===== src/rtl/serial_arith_pkg.sv =====
// Shared types and constants for the bit-serial arithmetic blocks.
package serial_arith_pkg;

  localparam int DEFAULT_WIDTH = 8;

  typedef enum logic [1:0] {
    IDLE = 2'd0,
    RUN  = 2'd1,
    DONE = 2'd2
  } state_t;

endpackage


===== src/rtl/full_subtractor.sv =====
// One-bit full subtractor: diff = in_1 - in_2 - b_in, with borrow-out.
module full_subtractor (
  input  logic in_1,
  input  logic in_2,
  input  logic b_in,
  output logic diff,
  output logic b_out
);

  assign diff  = in_1 ^ in_2 ^ b_in;
  assign b_out = (~in_1 & in_2) | (~(in_1 ^ in_2) & b_in);

endmodule


===== src/rtl/serial_subtractor.sv =====
// Bit-serial subtractor: one full-subtractor cell, LSB-first over WIDTH cycles,
// sequenced by a start/busy/done handshake.
module serial_subtractor
  import serial_arith_pkg::*;
#(
  parameter int WIDTH = DEFAULT_WIDTH
) (
  input  logic             clk,
  input  logic             rst,
  input  logic             start,
  input  logic [WIDTH-1:0] in_1,
  input  logic [WIDTH-1:0] in_2,
  input  logic             b_in,
  output logic             busy,
  output logic             done,
  output logic [WIDTH-1:0] diff,
  output logic             b_out
);

  localparam int CW = $clog2(WIDTH);

  state_t           state, state_nxt;
  logic [WIDTH-1:0] a_sr, b_sr, res_sr;
  logic             borrow;
  logic [CW-1:0]    cnt;
  logic             d_bit, bo_bit;
  logic             accept, last;

  full_subtractor u_fs (
    .in_1  (a_sr[0]),
    .in_2  (b_sr[0]),
    .b_in  (borrow),
    .diff  (d_bit),
    .b_out (bo_bit)
  );

  assign accept = (state == IDLE) && start;
  assign last   = (cnt == CW'(WIDTH - 1));
  assign busy   = (state != IDLE);
  assign done   = (state == DONE);

  always_ff @(posedge clk or posedge rst) begin
    if (rst) state <= IDLE;
    else     state <= state_nxt;
  end

  always_comb begin
    state_nxt = state;
    case (state)
      IDLE:    if (start) state_nxt = RUN;
      RUN:     if (last)  state_nxt = DONE;
      DONE:    state_nxt = IDLE;
      default: state_nxt = IDLE;
    endcase
  end

  // Operands are only loaded on accept, so start/inputs during RUN/DONE are inert.
  always_ff @(posedge clk or posedge rst) begin
    if (rst) begin
      a_sr   <= '0;
      b_sr   <= '0;
      res_sr <= '0;
      borrow <= 1'b0;
      cnt    <= '0;
    end else if (accept) begin
      a_sr   <= in_1;
      b_sr   <= in_2;
      res_sr <= '0;
      borrow <= b_in;
      cnt    <= '0;
    end else if (state == RUN) begin
      a_sr   <= a_sr >> 1;
      b_sr   <= b_sr >> 1;
      res_sr <= {d_bit, res_sr[WIDTH-1:1]};
      borrow <= bo_bit;
      cnt    <= cnt + 1'b1;
    end
  end

  // Result registers update only on the final bit, so they hold the previous result during RUN.
  always_ff @(posedge clk or posedge rst) begin
    if (rst) begin
      diff  <= '0;
      b_out <= 1'b0;
    end else if (state == RUN && last) begin
      diff  <= {d_bit, res_sr[WIDTH-1:1]};
      b_out <= bo_bit;
    end
  end

endmodule


===== config.mk =====
export PLATFORM = sky130hd
export DESIGN_NAME = serial_subtractor
export DESIGN_NICKNAME = d
export VERILOG_FILES = /design/src/rtl/serial_arith_pkg.sv /design/src/rtl/full_subtractor.sv /design/src/rtl/serial_subtractor.sv
export SDC_FILE = /design/constraint.sdc
export NUM_CORES = 1
export LEC_CHECK = 0
export ABC_AREA = 1
export CORE_MARGIN = 2
export CORE_UTILIZATION = 45
export CTS_CLUSTER_DIAMETER = 100
export DETAILED_ROUTE_END_ITERATION = 6
export PLACE_DENSITY = 0.7
export SETUP_SLACK_MARGIN = 0.3
export SYNTH_ARGS = -nofsm -noshare
export SYNTH_HDL_FRONTEND = slang
export SYNTH_SLANG_ARGS = --single-unit

===== constraint.sdc =====
create_clock -name clk -period 1.5 [get_ports clk]
set_input_delay 0.3 -clock clk [delete_from_list [all_inputs] [get_ports clk]]
set_output_delay 0.3 -clock clk [all_outputs]
set_load 0.03 [all_outputs]

==> impl_metrics.ini <==
[power_and_ir_drop]
leakagePower_nw = 1.50
irDropWorstVdd_mv = 1.04
power_density_nw_per_um2 = 2040
p_total_mw = 5.51

[clock_tree]
hold_buffers = 0
htree_levels = 2
clock_path_buffers = 2
clkTransAtPathRegs_ns = 0.07
cts_tree = done
clock-sinks = 38
clk_latency_ns = 0.30
cts_buffers = 5
clock-root-buffer = clkbuf_8

[min_path]
hold_path.class = in -> async

[setup_path]
cp_top_family = flip-flops
setup.worst_path.end_class = output port
crit_path_start_kind = flip-flop
slowest_stage = dfrtp_1
max_stage_delay_ns = 0.42
ff2ff_path_depth = 7
rr_endpoint = b_sr[6]
rr_startpoint = state[0]
cp.buffers_inverters = 2
cp_max_fo = 2
crit_required_ns = 1.20
arrival_ns = 1.11
path_class = reg -> out
worst-r2r-setup-slack_ns = 0.10
crit_chain = nor2_4 -> clkinvlp_4 -> buf_6

[sta]
finalClockSkew_ns = 0.00454
report.final.slew_viol_count = 0
final-setup-viol-count = 0
period_needed_ns = 1.41
final_hold_viol_count = 0
rsz0062_at_grt = yes
tightest_slew_ns = 0.214
post-route-period-util_pct = 94.3
relSlewSlack_pct = 85.7
timing.fmax_mhz = 707

[yosys]
netlist_instances = 186
yosys.area_share.simple_pct = 32.9
synth-xor-area-share_pct = 0
syn_nets = 209
synthMuxAreaShare_pct = 0
yosysUniqueCellTypes = 19
ys_seq_area_share_pct = 56.4
synth_seq_cells = 38
synth_fa_ha_area_share_pct = 2.67
syn_area_um2 = 1690
yosysWarnings = 0
synth_compound_area_share_pct = 1.56
synth_area_per_cell_um2 = 9.06
synth_top_family_by_area = simple AND/OR/NAND/NOR gates

[grt]
grt_pass1_wl_mm = 6.13
grt_max_degree = 39
antenna_found_initial = 0
met1_usage_pct = 23.4
grt_use_total_pct = 19.2
overflow = 0
grtUsageMet2_pct = 32.9
grt_pass1_vias = 1366
busiest_layer = met2
use_met3_pct = 4.11

[layout]
syn_to_final_growth_pct = 59.8
diodes = 0
fin_area_um2 = 2690
drive_gt1_share_pct = 45.3
final_cells = 291
final_nets = 265

[route]
wl_per_cell_um = 15.3
first_pass_iters = 4
dr.first_iter.drc_count = 68
via_count = 1470
drc = 0
routed_wl_mm = 4.45
vias_per_cell = 5.05
ant_nets = 0

[floorplan]
die_h_um = 65.2
coreArea_um2 = 3630
ioPinCount = 31
start_util_pct = 46.4
rows = 22
die-area_um2 = 4250
die_w_um = 65.2

[placed_design]
dp_hpwl_mm = 2.13
io_buffers = 30
gp_congestion = 0.723
dpl_cell_area_um2 = 2070
dp.cells = 265

[status]
status = finished clean

[flow_run]
cap_violations = 0
==> cells by family after synthesis <==
logic type,count (synthesis)
and+or+nand+nor,127
buffers and inverters,15
DFF,38
AOI/OAI and AO/OA,3
adders and majority gates,3
==> registers in the layout, indices dropped and copies added (netlist names) <==
signal / count
state: 2
diff: 8
b_out: 1
borrow: 1
a_sr: 8
cnt: 3
b_sr: 8
res_sr: 7
==> final cells by class <==
class | instances | area, um2
tap | 48 | 60.1
fill | 260 | 941
inverter | 8 | 48.8
clock inverter | 1 | 5.00
multi-input combinational | 134 | 958
clock buffer | 7 | 86.3
timing repair buffer | 54 | 572
sequential | 38 | 953
timing repair inverter | 1 | 8.76
==> repair_timing <==
action | CTS | global route
gates cloned | 3 | 1
pin swaps | 3 | 26
endpoints found under the setup margin | 28 | 40
buffers inserted | 8 | 6
resized for setup | 70 | 84
==> Yosys cell counts <==
cell type | count | area share (%)
nand2_1 | 87 | 19
dfrtp_1 | 38 | 56
nand3_1 | 31 | 9.2
inv_1 | 7 | 1.6
nand2_2 | 4 | 1.5
buf_4 | 3 | 1.3
ha_1 | 2 | 1.5
nor2_4 | 2 | 1.3
o21ai_0 | 2 | 0.59
buf_12 | 1 | 1.2
buf_2 | 1 | 0.30
buf_6 | 1 | 0.67
buf_8 | 1 | 0.89
fa_1 | 1 | 1.2
inv_6 | 1 | 0.52
nand2_4 | 1 | 0.67
nand3_2 | 1 | 0.59
nor2_1 | 1 | 0.22
o21ai_4 | 1 | 0.97
==> placed cells by master (no fill, tap or decap) <==
master,count
nand2_1,54
dfrtp_1,36
nand2_4,22
clkdlybuf4s50_1,19
nand3_1,17
nand3_2,15
nand2_2,14
buf_6,11
buf_2,9
buf_4,8
clkbuf_8,6
buf_12,5
nor2_4,4
inv_1,4
nand2_8,2
ha_4,2
dfrtp_2,2
inv_2,1
o21ai_4,1
inv_12,1
inv_4,1
clkinvlp_4,1
o21ai_2,1
o21ai_1,1
fa_1,1
clkinv_2,1
clkbuf_1,1
buf_16,1
inv_6,1
clkbuf_16,1
==> power breakdown <==
part	internal, mW	total (mW)	switching (mW)
logic	1.30	2.88	1.58
clock network	0.371	0.734	0.364
registers	1.47	1.89	0.423
==> metrics by stage <==
stage          setup TNS, ns  setup slack (ns)  hold WS [ns]  utilization (%)
2_1_floorplan              0             0.258         0.442                -
3_3_place_gp       -0.000958         -0.000958         0.452             57.0
3_5_place_dp        -0.00659          -0.00659         0.458             57.0
4_1_cts                    0            0.0894         0.370             62.9
5_1_grt                    0            0.0520         0.397             74.1
6_report                   0            0.0861         0.363             74.1
==> tightest hold or removal path, delay by kind of cell <==
family	cells	cell delay [ns]
buffers and inverters	3	0.72
==> per-layer routing <==
layer	vias to the layer above	routed length, um
met4	0	134
met1	706	1830
met2	48	2310
met5	-	0
li1	703	-
met3	13	183
==> worst max path at each step <==
stage	start	to	slack, ns	cells after the start
2_1_floorplan	rst	state[0]	0.26	1
3_3_place_gp	state[1]	busy	-0.001	3
3_5_place_dp	state[1]	busy	-0.007	3
4_1_cts	state[0]	busy	0.09	3
5_1_grt	state[1]	busy	0.05	3
6_report	state[1]	busy	0.09	3
(Power assumes the default switching activity.)
==> variant 1, RTL diff (same settings) <==
`DEFAULT_WIDTH`: 8 -> 4.
--- a/src/rtl/serial_arith_pkg.sv
+++ b/src/rtl/serial_arith_pkg.sv
@@ -3,3 +3,3 @@
 
-  localparam int DEFAULT_WIDTH = 8;
+  localparam int DEFAULT_WIDTH = 4;
 
Ports: changed (resized diff, in_1 and in_2); port bits go from 31 to 19. The function was not compared with the original's and may differ.
==> variant 1 against the original RTL <==
- design area down 54%
- sequential cell count down 17
- global-route usage down 2.8 points
- synthesized area down 46%
- worst setup slack better by 0.014 ns
- total power down 56%
- routed wire length down 61%
- clock power down 63%
- critical path type unchanged
- largest cell class is now sequential cells
==> variant 1: results (changes against the original RTL) <==
\begin{tabular}{lr}
\hline
Metric & Value \\
\hline
\multicolumn{2}{l}{\textbf{Critical path}} \\
Worst Path Class, Setup & reg2out \\
Maximum net fanout on the critical path & 3 (+1) \\
Number of cells on the worst reg-to-reg path & 6 (-1) \\
Beginning of the worst register-to-register path & state[1] \\
Capture point of the critical path & done \\
Delay of the slowest critical-path stage & 0.41 ns \\
FF-to-FF setup slack & 0.24 ns (+0.14 ns) \\
Destination of the worst register-to-register timing path & diff[1] \\
\multicolumn{2}{l}{\textbf{Logic synthesis}} \\
Compound-gate portion of the synthesized area & 2.05\% (+0.49 points) \\
Share of synthesized cell area in full adder, half adder and majority cells & 3.55\% (+0.87 points) \\
Post-synthesis cell type count & 14 (-5) \\
Ranking of synthesized cells by instance count & nand2\_1, dfrtp\_1, nand3\_1, inv\_1 \\
Mean Syn Cell Area & 8.65 um2 (-4.5\%) \\
Synthesized Nets & 120 (-43\%) \\
Multiplexer area fraction after synthesis & 0\% (unchanged) \\
Most area-consuming cells after synthesis & dfrtp\_1, nand2\_1, nand3\_1, inv\_1, fa\_1 \\
\multicolumn{2}{l}{\textbf{Outcome}} \\
Run status & completed \\
\multicolumn{2}{l}{\textbf{Timing}} \\
Hold\_ws & 0.314 ns (-0.0483 ns) \\
Final cycle utilization of the critical path & 93.3\% (-0.94 points) \\
Clock skew after layout & 0.00241 ns (-0.00213 ns) \\
\multicolumn{2}{l}{\textbf{Power and ir drop}} \\
Switching part of the total & 41.4\% (-1.5 points) \\
Cell leakage power & 0.624 nW (-59\%) \\
Worst VDD drop & 0.911 mV (-12\%) \\
Clock Power Share & 10.9\% (-2.4 points) \\
\multicolumn{2}{l}{\textbf{Placed design}} \\
Final HPWL DP & 1190 um (-44\%) \\
Post-placement cell count & 151 (-43\%) \\
Global placer's final weighted congestion & 0.704 (-2.7\%) \\
Worst Setup Slack post-DPL & -0.0153 ns (-0.00872 ns) \\
Area post-placement & 1130 um2 (-45\%) \\
\multicolumn{2}{l}{\textbf{Clock tree}} \\
H-Tree Depth & 1 (-1) \\
Clock buffer count from CTS & 3 (-2) \\
Root buffer cell & clkbuf\_4 \\
Post-CTS clock slew at the launch and capture registers of the worst setup and hold paths & 0.11 ns (+0.04 ns) \\
\multicolumn{2}{l}{\textbf{Final layout}} \\
Layout Utilization & 63.2\% (-11 points) \\
Fill cell count & 174 (-33\%) \\
Fraction of layout cells with a size suffix above 1 & 18.2\% (-27 points) \\
Largest registers & a\_sr: 4 flops, b\_sr: 4 flops, diff: 4 flops \\
Final instance count without filler cells & 159 (-45\%) \\
\multicolumn{2}{l}{\textbf{Global route}} \\
Via count of the first global-routing pass & 710 (-48\%) \\
Pin count of the biggest net entering global routing & 22 (-44\%) \\
First-pass GRT wire length & 3030 um (-51\%) \\
\multicolumn{2}{l}{\textbf{Route}} \\
Violation count after the first detailed-route iteration & 8 (-88\%) \\
\hline
\end{tabular}
variant 1: cell types whose count changed after synthesis, sizes merged:
cell and delta:
nand2 -43, dfrtp -17, nand3 -16, buf -3
ha -1
variant 1: layout make-up:
| type | count | share of cell area, % |
|---|---|---|
| Sequential cell | 21 | 42.8 |
| Multi-Input combinational cell | 73 | 28.8 |
| Timing Repair Buffer | 26 | 20.8 |
| Tap cell | 27 | 2.75 |
| Inverter | 8 | 2.65 |
| Clock buffer | 4 | 2.14 |
variant 1: timing repair:
item | CTS | global route
buffers inserted | 0 | 4
setup endpoints to repair | 23 | 25
gates resized for setup | 38 | 11
pin swaps | 2 | 1
hold buffers | 0 | 0
variant 1: worst min path at each step:
| stage | startpoint | endpoint | cells after the start |
|---|---|---|---|
| 2_1_floorplan | rst | a_sr[0] | 1 |
| 6_report | rst | cnt[0] | 3 |
| 5_1_grt | rst | diff[2] | 3 |
| 3_3_place_gp | diff[1] | diff[1] | 2 |
| 3_5_place_dp | diff[2] | diff[2] | 2 |
| 4_1_cts | rst | cnt[0] | 3 |
variant 1: worst reg2reg max path: stages (launching register included):
cell	delay [ns]
dfrtp_1	0.41
inv_1	0.19
nand2_2	0.15
inv_4	0.15
nand2_1	0.13
nand2_1	0.08
nand2_1	0.05
variant 1: metrics by stage:
step | setup TNS, ns | power [mW]
4_1_cts | 0 | 2.29
3_5_place_dp | -0.0286 | 2.02
5_1_grt | 0 | 2.66
6_report | 0 | 2.45
2_1_floorplan | 0 | 1.69
3_3_place_gp | 0 | 1.99
variant 1: layer usage:
metal  share of wire [%]  GRT usage (%)  vias up
li1                    -              -      382
met1                  45           20.7      338
met2                  48           26.4       21
met3                 4.9           3.37        5
met4                 2.0           8.57        0
met5                   0              0        -
==> variant 2, RTL diff (same flow settings) <==
Made on the original files. Make the reset (`rst`) synchronous in 3 clocked blocks.
--- a/src/rtl/serial_subtractor.sv
+++ b/src/rtl/serial_subtractor.sv
@@ -41,3 +41,3 @@
 
-  always_ff @(posedge clk or posedge rst) begin
+  always_ff @(posedge clk) begin
     if (rst) state <= IDLE;
@@ -57,3 +57,3 @@
   // Operands are only loaded on accept, so start/inputs during RUN/DONE are inert.
-  always_ff @(posedge clk or posedge rst) begin
+  always_ff @(posedge clk) begin
     if (rst) begin
@@ -80,3 +80,3 @@
   // Result registers update only on the final bit, so they hold the previous result during RUN.
-  always_ff @(posedge clk or posedge rst) begin
+  always_ff @(posedge clk) begin
     if (rst) begin
Formal check against the unedited RTL: differs if rst is asserted again (counterexample within 4 cycles, from zero or initial values and one cycle with rst high); with rst held inactive, the same outputs for 10 cycles.
==> variant 2 against the original RTL <==
- routed wire length down 14%
- worst setup slack better by 0.096 ns
- design area down 9.7%
- hold slack better by 0.095 ns
- synthesized area up 2.6%
- sequential cell count unchanged
- clock skew up 0.0049 ns
Power is not compared: it rests on default switching activity, and its combinational part moved more than twofold at a synthesized area within 25%.
==> variant 2: results (changes against the original RTL) <==
\begin{tabular}{lr}
\hline
Metric & Value \\
\hline
\multicolumn{2}{l}{\textbf{Logic synthesis}} \\
Ranking of synthesized cells by instance count & nand2\_1, dfxtp\_1, nand3\_1, inv\_1, a21oi\_1 \\
Async set-or-reset flop fraction in the synthesized netlist & 0\% (-100 points) \\
Sequential element share of the synthesized area & 44.0\% (-12 points) \\
Most area-consuming cells after synthesis & dfxtp\_1, nand2\_1, nand3\_1, inv\_1, a21oi\_1 \\
Post-synthesis cell type count & 20 (+1) \\
Synth Area in XOR/XNOR & 0.507\% (+0.51 points) \\
Gate count of the mapped netlist & 242 (+30\%) \\
Compound-gate portion of the synthesized area & 10.2\% (+8.6 points) \\
Synthesized Nets & 265 (+27\%) \\
Share of synthesized cell area in full adder, half adder and majority cells & 2.60\% (-0.068 points) \\
\multicolumn{2}{l}{\textbf{Final layout}} \\
Final instance count without filler cells & 340 (+17\%) \\
Fraction of layout cells with a size suffix above 1 & 28.1\% (-17 points) \\
Net count reported at finish & 314 (+18\%) \\
Fill cell count & 322 (+24\%) \\
\multicolumn{2}{l}{\textbf{Critical path}} \\
FF-to-FF setup slack & 0.20 ns (+0.10 ns) \\
Destination of the worst register-to-register timing path & diff[4] \\
Critical path data arrival time & 1.02 ns (-0.09 ns) \\
Launching instance or port of the critical path & state[0] \\
Beginning of the worst register-to-register path & cnt[1] \\
\multicolumn{2}{l}{\textbf{Route}} \\
Violation count after the first detailed-route iteration & 75 (+10\%) \\
Via count normalized by instance count & 4.77 (-5.5\%) \\
Total DRC errors in the routed layout & 0 (unchanged) \\
Routed wire length & 3810 um (-14\%) \\
\multicolumn{2}{l}{\textbf{Worst hold path}} \\
Worst min-delay path class & reg2reg \\
\multicolumn{2}{l}{\textbf{Global route}} \\
Pin count of the biggest net entering global routing & 19 (-51\%) \\
First-pass GRT wire length & 6230 um (+1.6\%) \\
Number of antenna violations at the first check in global routing & 0 (unchanged) \\
Via count of the first global-routing pass & 1439 (+5.3\%) \\
All-Layer GR Usage & 18.7\% (-0.47 points) \\
\multicolumn{2}{l}{\textbf{Timing}} \\
Pin slew with the least headroom to its limit & 0.346 ns (+0.132 ns) \\
Hold\_ws & 0.457 ns (+0.0946 ns) \\
Clock skew after layout & 0.00941 ns (+0.00487 ns) \\
\multicolumn{2}{l}{\textbf{Placed design}} \\
Port Buffer Count & 30 (unchanged) \\
Post-placement cell count & 319 (+20\%) \\
Final HPWL DP & 2380 um (+12\%) \\
\multicolumn{2}{l}{\textbf{Outcome}} \\
Run status & completed \\
\hline
\end{tabular}
variant 2: worst max-delay path: stages (launching register included):
cell and delay [ns]:
dfxtp_2 0.34, buf_6 0.13, nor2_4 0.10, inv_2 0.04
buf_6 0.13
variant 2: how the worst min path moves through the flow:
| stage | end | cells past startpoint | from |
|---|---|---|---|
| after floorplan | diff[1] | 2 | res_sr[2] |
| after global placement | b_sr[4] | 2 | b_sr[4] |
| after detailed placement | b_sr[3] | 2 | b_sr[3] |
| after CTS | diff[4] | 2 | res_sr[5] |
| after global routing | b_sr[4] | 2 | b_sr[4] |
| final | diff[3] | 2 | res_sr[4] |
variant 2: repair_timing:
action                     in CTS  in global routing
setup buffers                   8                  2
gates cloned                    1                  2
hold buffers                    0                  0
resized for setup              73                 29
setup endpoints to repair      47                 38
pin swaps                       6                  4
variant 2: area by class of cell:
| type | count | share of cell area, % |
|---|---|---|
| multi-input combinational | 165 | 37.0 |
| sequential | 38 | 31.5 |
| timing repair buffer | 54 | 19.7 |
| inverter | 26 | 4.53 |
| clock buffer | 5 | 2.83 |
| tap | 48 | 2.47 |
| clock inverter | 3 | 1.65 |
| timing repair inverter | 1 | 0.309 |
variant 2: metal layers:
layer	GRT usage, %	vias to the layer above	share of wire [%]
met1	24.0	722	47
li1	-	860	-
met4	9.69	0	2.5
met5	0	-	0
met3	4.26	8	4.1
met2	29.3	33	46
variant 2: per-stage QoR:
| step | area [um2] | setup TNS, ns | power, mW | worst slack, ns | utilization [%] |
|---|---|---|---|---|---|
| detailed placement | 2110 | -0.288 | 1.40 | -0.0358 | 57.1 |
| floorplan | 1740 | 0 | 1.30 | 0.317 | - |
| finish | 2430 | 0 | 2.28 | 0.182 | 65.9 |
| global placement | 2110 | -0.0193 | 1.40 | -0.0112 | 57.1 |
| CTS | 2300 | 0 | 2.28 | 0.173 | 62.3 |
| global route | 2430 | 0 | 2.38 | 0.124 | 65.9 |
variant 2: power groups by stage:
| stage | sequential (mW) | clock (mW) | combinational (mW) |
|---|---|---|---|
| floorplan | 1.09 | 0 | 0.208 |
| global placement | 1.10 | 0 | 0.301 |
| detailed placement | 1.10 | 0 | 0.305 |
| CTS | 1.07 | 0.861 | 0.343 |
| global route | 1.08 | 0.898 | 0.402 |
| finish | 1.08 | 0.840 | 0.362 |
variant 2: cell families (layout without fill, tap and decap cells):
| group | count (synthesis) | in the layout |
|---|---|---|
| simple gates | 134 | 134 |
| xor+xnor | 1 | 1 |
| fa+ha+maj | 3 | 3 |
| buf+inv | 39 | 89 |
| compound gates | 27 | 27 |
| flops | 38 | 38 |
